`src/rtl/tlp_router_pkg.sv`:
```
// Shared constants and types for the TLP router: TUSER bit positions,
// BAR ID width, the routing state enum and the BAR map test.
package tlp_router_pkg;

    localparam int SOP0_BIT        = 64;
    localparam int EOP_LSB         = 76;
    localparam int DISCONTINUE_BIT = 96;

    localparam int BAR_ID_W = 3;
    localparam int DATA_W   = 512;
    localparam int KEEP_W   = 16;

    typedef enum logic [1:0] {
        IDLE = 2'd0,
        FWD  = 2'd1,
        DROP = 2'd2
    } state_t;

    // A BAR is mapped when it names an existing master port.
    function automatic logic bar_mapped(input logic [BAR_ID_W-1:0] bar,
                                        input int                  num_ports);
        return int'({29'd0, bar}) < num_ports;
    endfunction

endpackage

```
`src/rtl/axis_pipe_reg.sv`:
```
// Single-entry valid/ready register slice carrying data, user, keep,
// last and a destination index. Accepts a new beat in the same cycle the
// held one drains, so it sustains one beat per cycle.
module axis_pipe_reg #(
    parameter int DATA_W = 512,
    parameter int USER_W = 161,
    parameter int KEEP_W = 16,
    parameter int DEST_W = 3
) (
    input  logic              i_clk,
    input  logic              i_rst_n,
    input  logic              i_valid,
    output logic              o_ready,
    input  logic [DATA_W-1:0] i_data,
    input  logic [USER_W-1:0] i_user,
    input  logic [KEEP_W-1:0] i_keep,
    input  logic              i_last,
    input  logic [DEST_W-1:0] i_dest,
    output logic              o_valid,
    input  logic              i_ready,
    output logic [DATA_W-1:0] o_data,
    output logic [USER_W-1:0] o_user,
    output logic [KEEP_W-1:0] o_keep,
    output logic              o_last,
    output logic [DEST_W-1:0] o_dest
);

    logic              r_valid;
    logic [DATA_W-1:0] r_data;
    logic [USER_W-1:0] r_user;
    logic [KEEP_W-1:0] r_keep;
    logic              r_last;
    logic [DEST_W-1:0] r_dest;

    assign o_ready = !r_valid || i_ready;

    // Load on upstream handshake; payload holds while downstream stalls.
    always_ff @(posedge i_clk or negedge i_rst_n) begin
        if (!i_rst_n) begin
            r_valid <= 1'b0;
            r_data  <= '0;
            r_user  <= '0;
            r_keep  <= '0;
            r_last  <= 1'b0;
            r_dest  <= '0;
        end else if (o_ready) begin
            r_valid <= i_valid;
            if (i_valid) begin
                r_data <= i_data;
                r_user <= i_user;
                r_keep <= i_keep;
                r_last <= i_last;
                r_dest <= i_dest;
            end
        end
    end

    assign o_valid = r_valid;
    assign o_data  = r_data;
    assign o_user  = r_user;
    assign o_keep  = r_keep;
    assign o_last  = r_last;
    assign o_dest  = r_dest;

endmodule

```
`src/rtl/axi4_tlp_router.sv`:
```
// Ingress demux of the AXI4 switch. Decodes the BAR ID on the first beat
// of each TLP, locks the packet to one master port and forwards it through
// a single register slice; packets with an unmapped BAR are consumed and
// counted.
//
// state | meaning
// IDLE  | waiting for a first beat; decodes BAR
// FWD   | forwarding continuation beats to r_dest
// DROP  | discarding continuation beats of an unmapped packet
module axi4_tlp_router
    import tlp_router_pkg::*;
#(
    parameter int AXI_TUSER_L = 161,
    parameter int NUM_PORTS   = 4,
    parameter int BAR_ID_LSB  = 112
) (
    input  logic                   ACLK,
    input  logic                   ARESETN,
    input  logic [AXI_TUSER_L-1:0] S_AXIS_TUSER,
    input  logic [DATA_W-1:0]      S_AXIS_TDATA,
    input  logic [KEEP_W-1:0]      S_AXIS_TKEEP,
    input  logic                   S_AXIS_TLAST,
    input  logic                   S_AXIS_TVALID,
    output logic                   S_AXIS_TREADY,
    output logic [AXI_TUSER_L-1:0] M_AXIS_TUSER,
    output logic [DATA_W-1:0]      M_AXIS_TDATA,
    output logic [KEEP_W-1:0]      M_AXIS_TKEEP,
    output logic                   M_AXIS_TLAST,
    output logic [NUM_PORTS-1:0]   M_AXIS_TVALID,
    input  logic [NUM_PORTS-1:0]   M_AXIS_TREADY,
    output logic [31:0]            drop_count,
    output logic                   error_sop_midpacket
);

    state_t              r_state;
    logic [BAR_ID_W-1:0] r_dest;
    logic [31:0]         r_drop_count;
    logic                r_err;
    logic                r_rdy_en;

    logic [BAR_ID_W-1:0] w_bar;
    logic                w_mapped;
    logic                w_fwd_beat;
    logic                w_hs;
    logic                w_load;
    logic [BAR_ID_W-1:0] w_load_dest;
    logic                w_slice_ready;
    logic                w_out_valid;
    logic [BAR_ID_W-1:0] w_out_dest;
    logic                w_dest_ready;

    assign w_bar    = S_AXIS_TDATA[BAR_ID_LSB +: BAR_ID_W];
    assign w_mapped = bar_mapped(w_bar, NUM_PORTS);

    // Beats that go into the slice; everything else is consumed unconditionally.
    assign w_fwd_beat  = (r_state == FWD) || ((r_state == IDLE) && w_mapped);
    assign w_load_dest = (r_state == IDLE) ? w_bar : r_dest;

    // Ready is held low through reset and its first release edge.
    assign S_AXIS_TREADY = r_rdy_en && (w_fwd_beat ? w_slice_ready : 1'b1);
    assign w_hs          = S_AXIS_TVALID && S_AXIS_TREADY;
    assign w_load        = w_hs && w_fwd_beat;

    axis_pipe_reg #(
        .DATA_W (DATA_W),
        .USER_W (AXI_TUSER_L),
        .KEEP_W (KEEP_W),
        .DEST_W (BAR_ID_W)
    ) u_slice (
        .i_clk   (ACLK),
        .i_rst_n (ARESETN),
        .i_valid (w_load),
        .o_ready (w_slice_ready),
        .i_data  (S_AXIS_TDATA),
        .i_user  (S_AXIS_TUSER),
        .i_keep  (S_AXIS_TKEEP),
        .i_last  (S_AXIS_TLAST),
        .i_dest  (w_load_dest),
        .o_valid (w_out_valid),
        .i_ready (w_dest_ready),
        .o_data  (M_AXIS_TDATA),
        .o_user  (M_AXIS_TUSER),
        .o_keep  (M_AXIS_TKEEP),
        .o_last  (M_AXIS_TLAST),
        .o_dest  (w_out_dest)
    );

    // Select the ready of the port currently owning the slice.
    always_comb begin
        w_dest_ready = 1'b0;
        for (int i = 0; i < NUM_PORTS; i++) begin
            if (w_out_dest == BAR_ID_W'(i)) begin
                w_dest_ready = M_AXIS_TREADY[i];
            end
        end
    end

    // One-hot valid: only the slice's destination port sees the beat.
    always_comb begin
        M_AXIS_TVALID = '0;
        for (int i = 0; i < NUM_PORTS; i++) begin
            M_AXIS_TVALID[i] = w_out_valid && (w_out_dest == BAR_ID_W'(i));
        end
    end

    // Routing FSM, drop counter and mid-packet SOP pulse; advances on slave handshake.
    always_ff @(posedge ACLK or negedge ARESETN) begin
        if (!ARESETN) begin
            r_state      <= IDLE;
            r_dest       <= '0;
            r_drop_count <= '0;
            r_err        <= 1'b0;
            r_rdy_en     <= 1'b0;
        end else begin
            r_rdy_en <= 1'b1;
            r_err    <= w_hs && (r_state != IDLE) && S_AXIS_TUSER[SOP0_BIT];
            if (w_hs) begin
                case (r_state)
                    IDLE: begin
                        if (w_mapped) begin
                            r_dest <= w_bar;
                            if (!S_AXIS_TLAST) begin
                                r_state <= FWD;
                            end
                        end else begin
                            if (r_drop_count != 32'hFFFF_FFFF) begin
                                r_drop_count <= r_drop_count + 32'd1;
                            end
                            if (!S_AXIS_TLAST) begin
                                r_state <= DROP;
                            end
                        end
                    end
                    FWD: begin
                        if (S_AXIS_TLAST) begin
                            r_state <= IDLE;
                        end
                    end
                    DROP: begin
                        if (S_AXIS_TLAST) begin
                            r_state <= IDLE;
                        end
                    end
                    default: r_state <= IDLE;
                endcase
            end
        end
    end

    assign drop_count          = r_drop_count;
    assign error_sop_midpacket = r_err;

endmodule

```
`config.mk`:
```
export PLATFORM = sky130hd
export DESIGN_NAME = axi4_tlp_router
export DESIGN_NICKNAME = d
export VERILOG_FILES = /design/src/rtl/tlp_router_pkg.sv /design/src/rtl/axis_pipe_reg.sv /design/src/rtl/axi4_tlp_router.sv
export SDC_FILE = /design/constraint.sdc
export NUM_CORES = 1
export LEC_CHECK = 0
export CAP_MARGIN = 0
export CORE_AREA = 2 2 550 552
export DETAILED_ROUTE_END_ITERATION = 8
export DIE_AREA = 0 0 552 554
export PLACE_DENSITY = 0.38
export SLEW_MARGIN = 10
export SYNTH_ARGS = -nofsm -noshare
export SYNTH_HDL_FRONTEND = slang
export SYNTH_HIERARCHICAL = 1
export SYNTH_SLANG_ARGS = --single-unit
```
`constraint.sdc`:
```
create_clock -name ACLK -period 4.6 [get_ports ACLK]
set_input_delay 0.92 -clock ACLK [delete_from_list [all_inputs] [get_ports ACLK]]
set_output_delay 0.92 -clock ACLK [all_outputs]
set_load 0.05 [all_outputs]
```
==> flow_metrics.tcl, run 1 <==
set metrics [dict create \
    postSynthCellCount 1679 \
    htree_levels 3 \
    cp.arrival_ns 2.86 \
    reg2reg_slack_ns 1.36 \
    track_usage 0.1112 \
    final.setup.tns_ns 0 \
    cts_made_buffers 105 \
    ios 1425 \
    antenna_found_initial 108 \
    maxCapViolCount 0 \
    syn_area_um2 28220 \
    rsz0062_at_grt "no" \
    fmax_ghz 0.2646 \
    reg2regPathDepth 9 \
    outcome "finished clean" \
    p_leak_nw 19.91 \
    power_frac_seq 0.264 \
    initialDrtViolationCount 817 \
    drc 0 \
    first_global_vias 22954 \
    worst_slew_pin_slew_ns 0.9119 \
    cp-start-kind "register" \
    r2r_end "u_slice/o_data[342]" \
    dpl.hpwl_um 146600 \
    cts_tree "done" \
    period_share 0.8215 \
    synth-seq-cells 733 \
    timing.rr.start "u_slice/o_dest[0]" \
    async_flop_share 1.000 \
    ir_drop_v 0.0004211 \
    yosysWarnings 6 \
    final_net_count 3888 \
    clk_pin_slew_ns 0.06 \
    finalCriticalPeriod_ns 3.779 \
    layout_common_cells "clkdlybuf4s50_1 (1421), dfrtp_1 (733), mux2_2 (698), clkbuf_16 (106), buf_4 (37)" \
    grt_max_degree 92 \
    fin_util 0.1697 \
    ys_types 45 \
    combinationalPowerShare 0.554 \
    wl_per_cell_um 24.20 \
    grt_first_pass_wirelength_um 229600 \
    insertion_delay_ns 0.83 \
    powerDensity_nw_per_um2 880.9 \
    coreArea_um2 299300 \
    initial_utilization 0.09430 \
    report.final.slew_viol_count 0 \
    dieHeight_um 554 \
    die_w_um 552 \
    ys.flop_type "dfrtp_1" \
    dieArea_um2 305800 \
    setup_violations 0 \
    syn-mean-instance-area_um2 16.81 \
    p_sw_w 0.02172 \
    crit_type "register to output pin" \
    cts_setup_buffers 0 \
    ctsHoldBuffers 0 \
    slew_headroom 0.3907 \
    wirelength_um 175300 \
    crit_path_max_fanout 6 \
    total_power_w 0.04475 \
    rows 201 \
    synth_enable_flop_cells 0 \
    ys_seq_area_frac 0.6500 \
    firstDrtPassIters 5 \
    hold_path_class "primary input to async pin" \
    ctsResizeCount 0 \
    clock-sinks 733 \
    viasPerCell 2.902 \
    crit_path_end_kind "output pin" \
    clock_path_buffers 4 \
    p_int_w 0.02303 \
    syn-num-nets 2379 \
    final_common_cell "clkdlybuf4s50_1" \
    num_vias 21030 \
    port_buffers 1424 \
    power_frac_clock 0.181 \
    finalHoldViolCount 0 \
    gr-total-overflow 0 \
    postRouteAntennaNets 0 \
    power.share.switching 0.4854 \
    fin_skew_ns 0.07340 \
    place_congestion 0.9202 \
    root_buffer "clkbuf_16" \
    worstPathRequired_ns 3.68 \
    drive_gt1_frac 0.2858 \
    area_growth_pct 80.00 \
]
## synthesized netlist by cell type, drive strengths merged (7+ instances only)
cell type  number  area share
nor3            7      0.0021
nor2           12      0.0016
xnor2          19      0.0059
nand3          23      0.0041
and4            8      0.0025
buf            79       0.031
mux2          699        0.28
and3            9      0.0020
nand2          15      0.0024
nand4          13      0.0031
dfrtp         733        0.65
inv             8      0.0011
xor2            7      0.0022
## stage by stage
stage,setup WS (ns),cells,cell area [µm²],hold WS [ns]
floorplan,1.674,1679,28220,0.4666
global placement,0.5493,7039,47310,0.4773
detailed placement,0.5874,7039,47310,0.4858
CTS,0.5405,7222,50740,0.1079
global route,0.6108,7224,50740,0.1474
finish,0.8210,7247,50800,0.1348
## cell families (layout without fill, tap and decap cells)
| kind of cell | Yosys count | after routing | share of synthesized area |
|---|---|---|---|
| simple gates | 108 | 108 | 0.02399 |
| buf+inv | 89 | 1674 | 0.03192 |
| compound gates | 17 | 17 | 0.004168 |
| mux | 702 | 702 | 0.2804 |
| other cells | 1 | 26 | 0.0001329 |
| fa+ha+maj | 3 | 3 | 0.001330 |
| flops | 733 | 733 | 0.6500 |
| xor+xnor | 26 | 26 | 0.008069 |
## worst max-delay path by stage
stage | startpoint | end | slack (ns) | cells after the start
2_1_floorplan | M_AXIS_TREADY[3] | S_AXIS_TREADY | 1.67 | 4
3_3_place_gp | M_AXIS_TREADY[1] | u_slice/o_data[254] | 0.55 | 10
3_5_place_dp | M_AXIS_TREADY[2] | u_slice/o_data[269] | 0.59 | 10
4_1_cts | u_slice/o_dest[0] | S_AXIS_TREADY | 0.54 | 5
5_1_grt | u_slice/o_dest[0] | S_AXIS_TREADY | 0.61 | 5
6_report | u_slice/o_dest[0] | S_AXIS_TREADY | 0.82 | 5
## sequential cells by signal (all words and copies together) (netlist names)
| signal | count |
|---|---|
| u_slice/o_valid | 1 |
| r_rdy_en | 1 |
| r_state | 2 |
| error_sop_midpacket | 1 |
| u_slice/o_data | 512 |
| drop_count | 32 |
| r_dest | 3 |
| u_slice/o_dest | 3 |
| u_slice/o_user | 161 |
| u_slice/o_last | 1 |
| u_slice/o_keep | 16 |
## power groups by stage
| stage | clock network (W) | registers, W | logic [W] |
|---|---|---|---|
| 4_1_cts | 0.00855 | 0.0118 | 0.0254 |
| 6_report | 0.00812 | 0.0118 | 0.0248 |
| 2_1_floorplan | 0 | 0.0222 | 0.00409 |
| 5_1_grt | 0.00878 | 0.0122 | 0.0258 |
| 3_5_place_dp | 0 | 0.0119 | 0.0253 |
| 3_3_place_gp | 0 | 0.0118 | 0.0253 |
## layout make-up
type	count	area (µm²)
Clock inverter	28	321.6
Tap cell	3958	4952
Fill cell	32890	248500
Multi-Input combinational cell	857	8986
Inverter	8	30.03
Antenna cell	25	62.56
Timing Repair Buffer	1483	15000
Clock buffer	155	3107
Sequential cell	733	18340
## per-layer routing
metal	wire [µm]	GRT usage
met5	409	0
met4	4101	0.02493
met3	23170	0.06642
met2	83680	0.1867
met1	63980	0.1187
## worst max-delay path: stages (launching register included)
cell      delay, ns
dfrtp_1        0.51
mux4_2         0.66
nor2b_1        0.18
nand2b_4       0.18
o21a_1         0.29
buf_4          0.23
No activity file was read; power rests on OpenSTA's default activity.
==> inputs of run 2 (changes only) <==
==> constraint.sdc (replaced) <==
create_clock -name ACLK -period 3.9 [get_ports ACLK]
set_input_delay 0.78 -clock ACLK [delete_from_list [all_inputs] [get_ports ACLK]]
set_output_delay 0.78 -clock ACLK [all_outputs]
set_load 0.05 [all_outputs]
==> flow_metrics.tcl, run 2 (synthesis results as in run 1) <==
set metrics [dict create \
    outcome "finished clean" \
    cp-start-kind "register" \
    period_share 0.9274 \
    ctsHoldBuffers 0 \
    rows 201 \
    num_vias 21047 \
    final_common_cell "clkdlybuf4s50_1" \
    dp.cells 7070 \
    report.final.slew_viol_count 0 \
    initialDrtViolationCount 871 \
    drive_gt1_frac 0.2930 \
    finalHoldViolCount 0 \
    reg2regPathDepth 9 \
    viasPerCell 2.896 \
    dieHeight_um 554 \
    fmax_ghz 0.2765 \
    maxCapViolCount 0 \
    grt_max_degree 70 \
    cp.arrival_ns 2.84 \
    drc 0 \
    fin_area_um2 51160 \
    insertion_delay_ns 0.82 \
    post-place-ws_ns 0.1305 \
    finalCriticalPeriod_ns 3.617 \
    grt_first_pass_wirelength_um 230600 \
    place_congestion 0.9054 \
    crit_end "S_AXIS_TREADY" \
    slew_headroom 0.3056 \
    track_usage 0.1120 \
    port_buffers 1424 \
    total_power_w 0.05313 \
    crit_path_max_fanout 5 \
    dpl.hpwl_um 148300 \
    dieArea_um2 305800 \
    cts_tree "done" \
    ios 1425 \
    area_growth_pct 81.29 \
    worst_slew_pin_slew_ns 1.038 \
    htree_levels 3 \
    layout_common_cells "clkdlybuf4s50_1 (1418), dfrtp_1 (733), mux2_2 (698), clkbuf_16 (106), buf_4 (62)" \
    final_net_count 3918 \
    clock_path_buffers 4 \
    postRouteAntennaNets 0 \
    ctsResizeCount 0 \
    final.setup.tns_ns 0 \
    crit_path_end_kind "output pin" \
    crit_type "register to output pin" \
    final_cells 7268 \
    root_buffer "clkbuf_16" \
    worstPathRequired_ns 3.12 \
    cts_made_buffers 104 \
    coreArea_um2 299300 \
    fin_ws_ns 0.2831 \
    crit_path_start "u_slice/o_dest[0]" \
    clk_pin_slew_ns 0.05 \
    largest_register_ff_count 512 \
    gr-total-overflow 0 \
    cts_setup_buffers 0 \
    rsz0062_at_grt "no" \
    timing.rr.start "u_slice/o_dest[0]" \
    hold_path_class "primary input to async pin" \
    firstDrtPassIters 5 \
    fin_skew_ns 0.05166 \
    clock-sinks 733 \
    initial_utilization 0.09430 \
    powerDensity_nw_per_um2 1038 \
    dpl-instance-area_um2 47650 \
    wirelength_um 176400 \
    first_global_vias 22975 \
    p_leak_nw 20.13 \
    setup_violations 0 \
    antenna_found_initial 110 \
    reg2reg_slack_ns 0.79 \
    die_w_um 552 \
    r2r_end "u_slice/o_data[373]" \
    wl_per_cell_um 24.27 \
    ir_drop_v 0.0004808 \
]
[run 2: cell types whose count changed in the layout (fill, tap and decap cells not counted), moves of 2 or more]
cell / previous run / this run
bufinv_16: 3 / 9
clkinv_16: 2 / 0
clkbuf_8: 27 / 23
clkinvlp_4: 3 / 5
clkdlybuf4s50_1: 1421 / 1418
clkinv_2: 9 / 12
buf_12: 24 / 33
clkinv_4: 7 / 1
buf_4: 37 / 62
diode_2: 25 / 17
inv_6: 3 / 1
[run 2: layer usage]
layer | global-route usage | share of wire | vias to the layer above | wire length, µm
li1 | - | - | 9068 | -
met1 | 0.1211 | 0.37 | 10454 | 65560
met2 | 0.1867 | 0.47 | 1180 | 83330
met3 | 0.06569 | 0.13 | 291 | 22920
met4 | 0.02567 | 0.024 | 54 | 4217
met5 | 0 | 0.0019 | - | 342
[run 2: critical path: stages, from the launching register on]
cell and delay [ns]:
dfrtp_1 0.52, mux4_2 0.64, nor2b_1 0.17, nand2b_4 0.13
buf_4 0.16, o21a_1 0.19, buf_4 0.19
[run 2: layout make-up]
type                    instances  area [µm²]
well taps                    3958        4952
repair buffers               1514       15330
clock buffers                 151        3052
flip-flops and latches        733       18340
inverters                       8       30.03
fillers                     32794      248100
diodes                         17       42.54
multi-input cells             857        8986
clock inverters                30       421.7
[run 2: worst min path at each step]
stage / from / end / cells past startpoint
6_report: ARESETN / u_slice/o_data[75] / 1
5_1_grt: ARESETN / u_slice/o_data[75] / 1
4_1_cts: ARESETN / u_slice/o_data[75] / 1
3_5_place_dp: drop_count[11] / drop_count[11] / 1
3_3_place_gp: r_dest[2] / r_dest[2] / 2
2_1_floorplan: r_dest[2] / r_dest[2] / 2
[run 2: per-stage QoR]
step	util	hold WS [ns]
global placement	0.1592	0.4787
finish	0.1710	0.07822
CTS	0.1708	0.02717
global route	0.1708	0.06288
floorplan	-	0.4666
detailed placement	0.1592	0.4871
[run 2: where the power goes]
part	switching (W)	total, W	leakage, nW	internal (W)
Clock	0.00387	0.00985	1.70	0.00598
Combinational	0.0191	0.0294	9.64	0.0102
Sequential	0.00256	0.0139	8.79	0.0114
